### src/rtl/pacman_input_conditioner.sv
// -----------------------------------------------------------------------------
// pacman_input_conditioner
//
// Purpose:
//   Conditions the five raw push-buttons of the Pac-Man front panel into clean
//   commands for the movement stage. Each button is synchronized (2 flops),
//   debounced against a cycle count, and edge-detected into a one-cycle press
//   flag. Direction presses load a sticky direction register; the centre
//   button produces either a start pulse (game running) or a game-over
//   acknowledge pulse (win/lose asserted).
//
// Ports:
//   clk                     system clock, all state on rising edge
//   reset                   asynchronous active-low reset
//   BtnL/BtnR/BtnU/BtnD/BtnC raw asynchronous buttons, active-high
//   win, lose               game-over levels from the movement stage
//   Left/Right/Up/Down      held direction command, at most one high
//   start                   one-cycle start pulse
//   ack                     one-cycle game-over acknowledge pulse
//
// All outputs come straight from flops.
// -----------------------------------------------------------------------------
module pacman_input_conditioner #(
  parameter int DEBOUNCE_CYCLES = 500000,
  parameter int CNT_W           = 20
) (
  input  logic clk,
  input  logic reset,
  input  logic BtnL,
  input  logic BtnR,
  input  logic BtnU,
  input  logic BtnD,
  input  logic BtnC,
  input  logic win,
  input  logic lose,
  output logic Left,
  output logic Right,
  output logic Up,
  output logic Down,
  output logic start,
  output logic ack
);

  localparam logic [CNT_W-1:0] LP_CNT_MAX = CNT_W'(DEBOUNCE_CYCLES - 1);

  // Button index map: 0=L 1=R 2=U 3=D 4=C
  localparam int LP_NBTN = 5;
  localparam int LP_C    = 4;

  typedef enum logic [2:0] {
    DIR_NONE = 3'd0,
    DIR_L    = 3'd1,
    DIR_R    = 3'd2,
    DIR_U    = 3'd3,
    DIR_D    = 3'd4
  } dir_t;

  logic [LP_NBTN-1:0] w_btn;
  logic [LP_NBTN-1:0] r_s1;
  logic [LP_NBTN-1:0] r_s2;
  logic [LP_NBTN-1:0] r_stable;
  logic [LP_NBTN-1:0] r_press;
  logic [CNT_W-1:0]   r_cnt [LP_NBTN];

  dir_t r_dir;
  dir_t w_dir_next;
  logic w_start_next;
  logic w_ack_next;

  assign w_btn = {BtnC, BtnD, BtnU, BtnR, BtnL};

  // Synchronizer, debounce counter and press-flag generation per button.
  // The press flag is registered at the same edge that stable rises, so it is
  // high for exactly the cycle following that edge.
  always_ff @(posedge clk or negedge reset) begin
    if (!reset) begin
      r_s1     <= '0;
      r_s2     <= '0;
      r_stable <= '0;
      r_press  <= '0;
      for (int i = 0; i < LP_NBTN; i++) begin
        r_cnt[i] <= '0;
      end
    end else begin
      r_s1 <= w_btn;
      r_s2 <= r_s1;
      for (int i = 0; i < LP_NBTN; i++) begin
        r_press[i] <= 1'b0;
        if (r_s2[i] == r_stable[i]) begin
          // Any disagreement shorter than the threshold is forgotten here.
          r_cnt[i] <= '0;
        end else if (r_cnt[i] == LP_CNT_MAX) begin
          r_stable[i] <= r_s2[i];
          r_cnt[i]    <= '0;
          r_press[i]  <= r_s2[i];
        end else begin
          r_cnt[i] <= r_cnt[i] + CNT_W'(1);
        end
      end
    end
  end

  // Direction / start / ack next-state. Priority, lowest first: single
  // direction press, centre-button start clear, game-over force to NONE.
  always_comb begin
    w_dir_next   = r_dir;
    w_start_next = 1'b0;
    w_ack_next   = 1'b0;

    case (r_press[3:0])
      4'b0001: w_dir_next = DIR_L;
      4'b0010: w_dir_next = DIR_R;
      4'b0100: w_dir_next = DIR_U;
      4'b1000: w_dir_next = DIR_D;
      default: w_dir_next = r_dir;  // none or simultaneous presses: hold
    endcase

    if (r_press[LP_C]) begin
      if (win || lose) begin
        w_ack_next = 1'b1;
      end else begin
        w_start_next = 1'b1;
        w_dir_next   = DIR_NONE;
      end
    end

    if (win || lose) begin
      w_dir_next = DIR_NONE;
    end
  end

  // Outputs are registered from the next-state decode so they are pure flops.
  always_ff @(posedge clk or negedge reset) begin
    if (!reset) begin
      r_dir <= DIR_NONE;
      Left  <= 1'b0;
      Right <= 1'b0;
      Up    <= 1'b0;
      Down  <= 1'b0;
      start <= 1'b0;
      ack   <= 1'b0;
    end else begin
      r_dir <= w_dir_next;
      Left  <= (w_dir_next == DIR_L);
      Right <= (w_dir_next == DIR_R);
      Up    <= (w_dir_next == DIR_U);
      Down  <= (w_dir_next == DIR_D);
      start <= w_start_next;
      ack   <= w_ack_next;
    end
  end

endmodule

### config.mk
export PLATFORM = sky130hd
export DESIGN_NAME = pacman_input_conditioner
export DESIGN_NICKNAME = d
export VERILOG_FILES = /design/src/rtl/pacman_input_conditioner.sv
export SDC_FILE = /design/constraint.sdc
export NUM_CORES = 1
export LEC_CHECK = 0
export ABC_AREA = 1
export BUFFER_PORTS_ARGS = -buffer_cell sky130_fd_sc_hd__buf_2
export CAP_MARGIN = 25
export CORE_UTILIZATION = 50
export CTS_CLUSTER_SIZE = 8
export DETAILED_ROUTE_END_ITERATION = 10
export PLACE_DENSITY = 0.73
export SYNTH_ARGS = -nofsm -noshare
export SYNTH_HDL_FRONTEND = slang
export SYNTH_SLANG_ARGS = --single-unit
### constraint.sdc
create_clock -name clk -period 3.6 [get_ports clk]
set_input_delay 0.18 -clock clk [delete_from_list [all_inputs] [get_ports clk]]
set_output_delay 0.18 -clock clk [all_outputs]
set_load 0.01 [all_outputs]
Yosys cells after proc, flatten, opt, wreduce, memory -nomap -nowiden
Index checks and enable logic that the tools add are counted.

Bitwise gates (word level): 5. Reductions and logical operators: 6. Equal/unequal tests: 18. Muxes and demuxes: 27. Add/sub/neg operators: 5.

Operator list (number): $mux W20 (10); $add A20 B1 Y20 const B (5); $eq A20 B19 Y1 const B (5); $mux W1 (14); $pmux W3 S4 (1); $reduce_and A2 Y1 (5); $eq A3 B2 Y1 const B (2); $mux W3 (2); $eq A1 B1 Y1 (5); $not A1 Y1 (5); $eq A4 B1 Y1 const B (1); $eq A4 B2 Y1 const B (1); $eq A4 B3 Y1 const B (1); $eq A4 B4 Y1 const B (1); $eq A3 B1 Y1 const B (1); $eq A3 B3 Y1 const B (1); $logic_or A1 B1 Y1 (1).

Input port bits: 9. Output and inout bits: 6. Register bits after elaboration: 129.

Longest topological paths before layout
Depth in word-level cells: 5. Mapped depth: 10. Gate-level depth less buffers: 10.

Least setup slack after synthesis
No wires, ideal clock.

Path kind: reg-to-reg. From: register r_cnt[40] (netlist bit). To: register r_cnt[52] (netlist bit). Arrival time: 1215 ps. Period minus slack after synthesis: 1337 ps. Data required time: 3479 ps. Setup slack: 2263 ps. Stages on the path, launching flop included: 8. Library setup time: 121 ps. Path buffers: 0. Cell sequence: dfrtp_1 -> ha_1 -> nand2_1 -> nor2_4 -> nand3b_1 -> nor2_1 -> xor2_1 -> nor2_1.

Longest elaborated chain between the ends: 3. Elaborated cells on any way between the ends: 4.

Ends and longest elaborated chain: from (decl) (line 63) `logic [CNT_W-1:0] r_cnt [LP_NBTN];`; from (signal, indexed assignment) (line 97) `r_cnt[i] <= r_cnt[i] + CNT_W'(1);`; $add A20 B1 Y20 / $eq A20 B19 Y1 (equally long branches) (line 97, 92); $mux W20 (*) (line 92) `end else if (r_cnt[i] == LP_CNT_MAX) begin`; $mux W20 (*) (line 89) `if (r_s2[i] == r_stable[i]) begin`.

Every way passes the cells marked *; elsewhere a longest branch is shown, timed or not. A chain may end at the register's enable or synchronous reset.

Final worst setup path
From: register r_cnt[40] (netlist bit). To: register r_cnt[56] (netlist bit).

Same word-level chain as after synthesis.

==> run_results.csv <==
group,metric,value,unit
status,status,"complete, no violations",
drt,drt_iter0_markers,350,
floorplanning,io_pins,15,
drt,wirelength,13060,microns
pwr,power.density,452.9,nW/um^2
drt,viasPerCell,4.966,
yosys,avgSynthCellArea,8.046,sq um
cts,clk_pin_slew,0.06,ns
sta,fin_crit_sh,44.34,%
drt,postRouteAntennaNets,0,
layout,layout_commonest_cell,"nor2_1",
cts,cts-root-buf,"clkbuf_16",
yosys,seq_area_frac_synth,48.98,%
worst_setup_path,crit_fanout,5,
yosys,synth_warnings,0,
cts,ctsResizeCount,0,
yosys,synth-seq-cells,129,
sta,tns,0,ns
placement,dp_cells,1007,
worst_setup_path,endpoint_kind,"register",
yosys,synth_area,6590,sq um
placement,place_ws,2.048,ns
global_routing,grt_pass1_vias,5107,
cts,htree_levels,4,
cts,cts_made_buffers,17,
cts,post-cts-setup-buffers,0,
placement,dpl.hpwl,9142,microns
hold_path,hp-class,"input port to register",
worst_setup_path,worstSetupPathType,"register to register",
yosys,yosys.area.top_type,"dfrtp_1",
worst_setup_path,path_delay_family,"simple AND/OR/NAND/NOR gates",
layout,insertedDiodeCount,0,
floorplanning,die_y,116.8,microns
sta,worstMarginPinSlew,0.6235,ns
layout,layout_common_cells,"nor2_1, nand2_1, dfrtp_1",
floorplanning,fp.coreArea,12720,sq um
cts,cts_buffer_depth,2,
cts,cts_hold_buf,8,
global_routing,grt_max_degree,71,
placement,portBuffers,14,
global_routing,track_usage,21.75,%
layout,final_cells,1047,
floorplanning,die-area,13640,sq um
worst_setup_path,crit_buf_inv,0,
worst_setup_path,cp.required,3.90,ns
worst_setup_path,cp_data_arrival_time,1.90,ns
placement,place_congestion,0.8997,
worst_setup_path,startpoint_type,"register",
drt,wire_per_inst,12.47,microns
global_routing,use_met2,36.02,%
layout,fin_nets,876,
layout,area_growth,15.66,%
yosys,synth_area_leaders,"dfrtp_1, nor2_1, nand2_1",
worst_setup_path,slowest_delay,0.38,ns
sta,relSlewSlack,58.43,%
sta,rsz0062_at_grt,"false",
yosys,syn_nets,833,
cts,clock_latency,0.42,ns
pwr,max-vdd-ir-drop,0.4526,mV
sta,maxSlewViolCount,0,
floorplanning,initial_core_util,51.80,%
global_routing,gr-usage-met1,28.10,%
drt,drc,0,
drt,first_pass_iters,5,
worst_setup_path,path_common_cell,"nor2_1",
global_routing,busiest_layer,"met2",
sta,fin_skew,0.008009,ns
yosys,synth_top_area_share,48.98,%
worst_setup_path,slowest_stage,"dfrtp_1",
worst_setup_path,path_cells,"ha_1, nand2_1, nor2_4, nand3b_1, nor2_1, nand2_1, nor2_1, nor2_1",
drt,vias,5199,
layout,drive_gt1_share,11.09,%
global_routing,grt_pass1_wl,22800,microns
global_routing,grt_overflow,0,
layout,fillers,1183,
sta,hold_violations,0,
yosys,postSynthCellCount,819,
yosys,ys_types,25,
cts,cts_tree,"yes",
run,cap_violations,0,
sta,period_minus_slack,1.596,ns
sta,fmax,626.5,MHz
sta,fin_ws,2.004,ns
global_routing,use_met3,5.304,%
sta,setup_viol,0,
cts,cts.sinks,129,
pwr,leakagePower,3.324,nW
floorplanning,row_count,41,
global_routing,antenna_found_initial,0,
floorplanning,die_w,116.8,microns
-- final cells by class --
cell class	instances	area (sq um)	share of cell area, %
tap	172	215.2	2.823
sequential	129	3228	42.35
clock inverter	10	181.4	2.380
inverter	109	409.1	5.368
clock buffer	22	464.2	6.090
multi-input combinational	581	2953	38.74
timing repair buffer	24	171.4	2.249
-- logic make-up (layout without fill, tap and decap cells) --
family	Yosys count	after routing	synth area share, %
XOR/XNOR	49	49	6.626
flip-flops	129	129	48.98
AO/OA/AOI/OAI	30	30	2.430
adder cells (fa/ha/maj)	5	5	0.9493
buffers and inverters	109	165	6.208
AND/OR/NAND/NOR	497	497	34.80
-- synth_stat cells --
cell	count
inv_1	101
xnor2_1	2
nand3_1	70
nor3_1	28
xor2_2	1
ha_1	5
nand2_2	13
nor3_2	4
nor3b_1	6
nand4_1	28
nand2_1	140
o21ai_1	1
nor2_4	13
nor4_1	1
nand3_2	1
o21ai_0	9
xor2_1	46
a31oi_1	4
a21oi_1	14
inv_2	8
nor2_1	176
nand3b_1	5
dfrtp_1	129
nor2_2	12
o21bai_1	2
-- where the power goes --
part | total [mW] | leakage, nW | switching, mW | internal (mW)
sequential | 1.48 | 1.77 | 0.0136 | 1.47
combinational | 0.0945 | 1.24 | 0.0675 | 0.0270
clock | 1.87 | 0.314 | 0.612 | 1.26
-- state kept, by name, indices dropped and copies added (netlist names) --
name and count:
Down 1, Left 1, Right 1, Up 1, ack 1, r_cnt 100, r_dir 3, r_press 5
r_s1 5, r_s2 5, r_stable 5, start 1
-- per-stage QoR --
| stage | power [mW] | utilization [%] | instance area (sq um) | hold slack, ns |
|---|---|---|---|---|
| after floorplan | 1.547 | - | 6590 | -0.1156 |
| after global placement | 1.597 | 54.21 | 6897 | 0.2303 |
| after detailed placement | 1.598 | 54.21 | 6897 | 0.2364 |
| after CTS | 3.487 | 59.91 | 7622 | 0.002697 |
| after global routing | 3.567 | 59.91 | 7622 | 0.03742 |
| final | 3.452 | 59.91 | 7622 | 0.02480 |
-- metal layers --
metal / share of wire, % / vias up / wire [microns]
li1: - / 2679 / -
met1: 48 / 2422 / 6293
met2: 47 / 79 / 6190
met3: 3.0 / 19 / 397
met4: 1.4 / 0 / 178
met5: 0 / - / 0
-- worst reg2reg max path: cells and delay by family (launching register included) --
family / cells / cell delay (ns)
simple gates: 7 / 0.91
flops: 1 / 0.38
fa+ha+maj: 1 / 0.20
-- final timing paths --
path                                start   endpoint  slack, ns  cells after the start
worst max-delay path            r_cnt[40]  r_cnt[56]       2.00                      8
worst max register to register  r_cnt[40]  r_cnt[56]       2.00                      8
max in group asynchronous           reset  r_cnt[92]       2.36                      3
worst min-delay path                 lose      start       0.02                      4
min in group asynchronous           reset  r_cnt[47]       0.34                      2
worst min register to register    r_s1[3]    r_s2[3]       0.35                      0
No activity file was read; power rests on OpenSTA's default activity.
